--- config.mk ---
export PLATFORM = sky130hd
export DESIGN_NAME = shiftadd_mult_seq
export DESIGN_NICKNAME = d
export VERILOG_FILES = /design/src/rtl/shiftadd_mult_seq.sv
export SDC_FILE = /design/constraint.sdc
export NUM_CORES = 1
export LEC_CHECK = 0
export BUFFER_PORTS_ARGS = -buffer_cell sky130_fd_sc_hd__buf_2
export CAP_MARGIN = 25
export CORE_ASPECT_RATIO = 0.8
export CORE_MARGIN = 8
export CORE_UTILIZATION = 40
export CTS_CLUSTER_DIAMETER = 200
export CTS_CLUSTER_SIZE = 30
export DETAILED_ROUTE_END_ITERATION = 12
export HOLD_SLACK_MARGIN = 0.03
export PLACE_DENSITY = 0.75
export SYNTH_ARGS = -nofsm -noshare
export SYNTH_HDL_FRONTEND = slang
export SYNTH_SLANG_ARGS = --single-unit
--- constraint.sdc ---
create_clock -name clk_i -period 3.5 [get_ports clk_i]
set_clock_uncertainty 0.15 [all_clocks]
set_input_delay 0.35 -clock clk_i [delete_from_list [all_inputs] [get_ports clk_i]]
set_output_delay 0.35 -clock clk_i [all_outputs]
set_load 0.05 [all_outputs]
--- src/rtl/shiftadd_mult_seq.sv ---
// Sequential radix-2 shift-add multiplier feeding the shift-add reducer with (x, m, m_bl).
// Optional build macro SHIFTADD_MULT_EARLY_EXIT_EN: leave MULT as soon as the multiplier is exhausted.
//
// state | meaning
// IDLE  | ready for operands, x_o holds the last product
// MULT  | one shift-add iteration per clock
// DONE  | result valid, outputs held until ready_i
module shiftadd_mult_seq #(
  parameter int DATA_LENGTH = 64,
  parameter int OP_WIDTH    = 32
) (
  input  logic                   clk_i,
  input  logic                   rst_ni,
  input  logic                   valid_i,
  output logic                   ready_o,
  input  logic [OP_WIDTH-1:0]    a_i,
  input  logic [OP_WIDTH-1:0]    b_i,
  input  logic [DATA_LENGTH-1:0] m_i,
  output logic                   valid_o,
  input  logic                   ready_i,
  output logic [DATA_LENGTH-1:0] x_o,
  output logic [DATA_LENGTH-1:0] m_o,
  output logic [DATA_LENGTH-1:0] m_bl_o,
  output logic                   busy_o
);

  localparam int CNT_W = $clog2(OP_WIDTH + 1);

  typedef enum logic [1:0] {IDLE, MULT, DONE} state_e;

  state_e                 state_q, state_d;
  logic [DATA_LENGTH-1:0] a_sh_q, a_sh_d;
  logic [DATA_LENGTH-1:0] acc_q, acc_d;
  logic [DATA_LENGTH-1:0] x_q, x_d;
  logic [DATA_LENGTH-1:0] m_q, m_d;
  logic [DATA_LENGTH-1:0] m_bl_q, m_bl_d;
  logic [OP_WIDTH-1:0]    b_sh_q, b_sh_d;
  logic [CNT_W-1:0]       cnt_q, cnt_d;
  logic                   last_iter;

  // Bit length = index of the highest set bit plus one; zero for an all-zero modulus.
  function automatic logic [DATA_LENGTH-1:0] bit_length(input logic [DATA_LENGTH-1:0] v);
    logic [DATA_LENGTH-1:0] len;
    len = '0;
    for (int i = 0; i < DATA_LENGTH; i++) begin
      if (v[i]) len = DATA_LENGTH'(i + 1);
    end
    return len;
  endfunction

  always_comb begin
    state_d   = state_q;
    a_sh_d    = a_sh_q;
    b_sh_d    = b_sh_q;
    acc_d     = acc_q;
    x_d       = x_q;
    m_d       = m_q;
    m_bl_d    = m_bl_q;
    cnt_d     = cnt_q;
    last_iter = 1'b0;
    case (state_q)
      IDLE: begin
        if (valid_i) begin
          a_sh_d  = DATA_LENGTH'(a_i);
          b_sh_d  = b_i;
          m_d     = m_i;
          m_bl_d  = bit_length(m_i);
          acc_d   = '0;
          cnt_d   = '0;
          state_d = MULT;
        end
      end
      MULT: begin
        if (b_sh_q[0]) acc_d = acc_q + a_sh_q;
        a_sh_d = a_sh_q << 1;
        b_sh_d = b_sh_q >> 1;
        cnt_d  = cnt_q + CNT_W'(1);
`ifdef SHIFTADD_MULT_EARLY_EXIT_EN
        last_iter = (b_sh_d == '0) || (cnt_q == CNT_W'(OP_WIDTH - 1));
`else
        last_iter = (cnt_q == CNT_W'(OP_WIDTH - 1));
`endif
        if (last_iter) begin
          x_d     = acc_d;
          state_d = DONE;
        end
      end
      DONE: begin
        if (ready_i) state_d = IDLE;
      end
      default: state_d = IDLE;
    endcase
  end

  always_ff @(posedge clk_i or negedge rst_ni) begin
    if (!rst_ni) begin
      state_q <= IDLE;
      a_sh_q  <= '0;
      b_sh_q  <= '0;
      acc_q   <= '0;
      x_q     <= '0;
      m_q     <= '0;
      m_bl_q  <= '0;
      cnt_q   <= '0;
    end else begin
      state_q <= state_d;
      a_sh_q  <= a_sh_d;
      b_sh_q  <= b_sh_d;
      acc_q   <= acc_d;
      x_q     <= x_d;
      m_q     <= m_d;
      m_bl_q  <= m_bl_d;
      cnt_q   <= cnt_d;
    end
  end

  assign ready_o = (state_q == IDLE);
  assign valid_o = (state_q == DONE);
  assign busy_o  = (state_q != IDLE);
  assign x_o     = x_q;
  assign m_o     = m_q;
  assign m_bl_o  = m_bl_q;

endmodule
==> flow_summary.toml <==
[status]
status = "finished clean"

[synthesis]
ys.flop_type = "dfrtp_1"
avgSynthCellArea_sq_um = 8.92
ys_seq_area_share_pct = 45.6
synth_common_cells = "nand2_1, dfrtp_1, o21ai_0"
netlist_top_cells_area = "dfrtp_1, nand2_1, o21ai_0"
synth_cell_types = 70
syn_inst = 1857
yosys_warnings = 0
synth.top_cell.area_share_pct = 45.6
syn_area_sq_um = 16600
yosys.area.top_type = "dfrtp_1"
ys_async_sr_fraction_pct = 100
synth_edf_count = 0
ys_seq_elements = 302
synth_most_common_cell = "nand2_1"

[pwr]
swShare_pct = 47.1
p_switching_w = 0.00778
peakVddDrop_mv = 0.511
internal-power_w = 0.00874
total_power_w = 0.0165
p_seq_share_pct = 33.2
power.density_nw_per_um2 = 809
p_leak_nw = 9.97
clock_power_share_pct = 11.9
p_comb_share_pct = 54.9

[cts]
numCtsBuffers = 14
cts_tree = "yes"
htreeDepth = 1
clkLatencyLatePin_ps = 520
numClockSinks = 302
cts_buffer_depth = 3
cts-root-buf = "clkbuf_16"
path_clk_slew_ps = 120

[route]
viasPerCell = 5.43
drt_iter0_markers = 1172
remaining_drc_errors = 0
wl_per_cell_um = 18.4
wl_um = 50900
via_count = 15100
firstDrtPassIters = 6
ant_nets = 0

[floorplan]
die_w_um = 244
start_util_pct = 40.7
die-area_sq_um = 48200
rows = 66
pin_count = 327
dieHeight_um = 198
core-area_sq_um = 40700

[cells_and_area]
register_area_sq_um = 7560
multi_input_area_sq_um = 8520
fillCellCount = 3710
syn_to_final_growth_pct = 23.3
nets = 2421
postLayoutCellArea_sq_um = 20400
drive_gt1_share_pct = 17.8
final_core_util_pct = 50.2

[global_routing]
use_met1_pct = 25.8
gr-usage-met2_pct = 34.2
top_usage_layer = "met2"
grt_pass1_wl_um = 81700
met3_usage_pct = 4.50
grt_max_degree = 111
grt_usage_pct = 20.3
overflow = 0
grt_pass1_vias = 15200
antenna_found_initial = 7

[sta]
final_hold_viol_count = 0
finalSetupViolations = 0
finalMaxSlewViolations = 0
fin_crit_sh_pct = 99.5
maxClockFrequency_mhz = 287
worst_pin_slew_ps = 888
rsz0062_at_grt = "yes"
relSlewSlack_pct = 40.8
fin_crit_ps = 3480

[worst_setup_path]
r2r-start = "a_sh_q[0]$_DFFE_PN0P_"
critPathLaunch = "a_sh_q[0]$_DFFE_PN0P_"
rrSetupSlack_ps = 20
critPathMaxFanout = 3
crit_end = "x_o[30]$_DFFE_PN0P_"
worstRegToRegCells = 13
crit_arrival_ps = 3790
required_ps = 3800
critPathCaptureType = "register"
r2r_end = "x_o[30]$_DFFE_PN0P_"
worstSetupPathType = "reg2reg"
start_kind = "register"

[placed_design]
gp_congestion = 0.892
port_buffers = 269
dp_hpwl_um = 35000
place_area_sq_um = 18400

[job]
maxCapViolations = 0

[hold_path]
min_path_type = "in2async"
==> power groups by stage <==
stage / Sequential [W] / Combinational, W / Clock (W)
after floorplan: 0.00636 / 0.00530 / 0
after global placement: 0.00543 / 0.00841 / 0
after detailed placement: 0.00548 / 0.00862 / 0
after CTS: 0.00543 / 0.00880 / 0.00205
after global routing: 0.00562 / 0.00986 / 0.00214
final: 0.00548 / 0.00907 / 0.00197
==> metal layers <==
layer  up-vias  wire length [um]
li1       7129                 -
met1      7321             21500
met2       529             24400
met3       100              3600
met4         0              1510
met5         -                 0
==> kinds of logic (layout without fill, tap and decap cells) <==
logic type	Yosys count	after routing	synth area share, %
and+or+nand+nor	688	688	17.5
adders and majority gates	65	65	4.96
xor gates and xnor gates	60	60	3.17
other	1	64	0.0226
DFF	302	302	45.6
buffers and inverters	184	496	5.48
muxes	58	58	3.54
AOI/OAI and AO/OA	499	499	19.6
==> area by class of cell <==
cell class	instances	share of cell area, %
clock buffers	16	1.86
repair buffers	454	15.3
diodes	7	0.0858
well taps	544	3.33
clock inverters	1	0.147
flip-flops and latches	302	37.0
inverters	25	0.460
multi-input cells	1427	41.7
==> per-stage QoR <==
step / worst slack (ps) / instances / hold WS (ps) / setup TNS (ps)
5_1_grt: -157 / 2776 / 254 / -1330
3_5_place_dp: -59.4 / 2616 / 212 / -177
6_report: 18.3 / 2776 / 213 / 0
4_1_cts: 0.365 / 2764 / 220 / 0
3_3_place_gp: 17.8 / 2616 / 207 / 0
2_1_floorplan: 175 / 1913 / -95.6 / 0
==> how the worst min path moves through the flow <==
stage | slack, ps | endpoint | cells after the start
after CTS | 220 | x_o[13]$_DFFE_PN0P_ | 2
final | 210 | x_o[13]$_DFFE_PN0P_ | 2
after detailed placement | 210 | x_o[13]$_DFFE_PN0P_ | 1
after floorplan | -100 | a_sh_q[0]$_DFFE_PN0P_ | 0
after global placement | 210 | x_o[18]$_DFFE_PN0P_ | 1
after global routing | 250 | x_o[18]$_DFFE_PN0P_ | 2
==> sequential cells by signal, summed over array words and instances, names as in the netlist <==
name	cells
a_sh_q	64
acc_q	64
b_sh_q	32
cnt_q	6
m_bl_o	7
m_o	63
state_q	2
x_o	64
==> worst max-delay path, stage by stage (launching register included) <==
cell	delay, ps
dfrtp_1	420
ha_2	210
fa_2	390
a211o_4	370
a2111oi_4	400
o31a_1	300
o21a_1	230
o31ai_2	120
a21oi_1	230
buf_4	140
buf_4	90
xnor2_1	130
mux2i_1	100
o21ai_0	140
==> repair_timing <==
action,4_1_cts,5_1_grt
gates resized for setup,3,41
pin swaps,1,25
hold endpoints to repair,199,0
endpoints found under the setup margin,10,40
setup buffers,1,4
hold buffers,130,0
==> placed cells by master (no fill, tap or decap), drive strengths merged, types with 9 or more instances in the layout <==
| cell | synthesis | routed |
|---|---|---|
| clkbuf | 89 | 16 |
| nor3b | 10 | 10 |
| mux2i | 53 | 53 |
| o31ai | 12 | 12 |
| xor2 | 13 | 13 |
| dfrtp | 302 | 302 |
| xnor2 | 47 | 47 |
| dlygate4sd3 | 0 | 130 |
| conb | 1 | 57 |
| a31oi | 17 | 17 |
| nor3 | 12 | 12 |
| a211oi | 10 | 10 |
| buf | 70 | 324 |
| o21bai | 18 | 18 |
| nor4 | 16 | 16 |
| a21o | 31 | 31 |
| a22o | 37 | 37 |
| o22ai | 32 | 32 |
| nand3 | 45 | 45 |
| a22oi | 31 | 31 |
| nor2 | 135 | 135 |
| a21oi | 77 | 77 |
| inv | 25 | 25 |
| ha | 64 | 64 |
| o21a | 9 | 9 |
| nand2 | 420 | 420 |
| nand3b | 9 | 9 |
| o21ai | 172 | 172 |
Power figures use the tool's default switching activity.
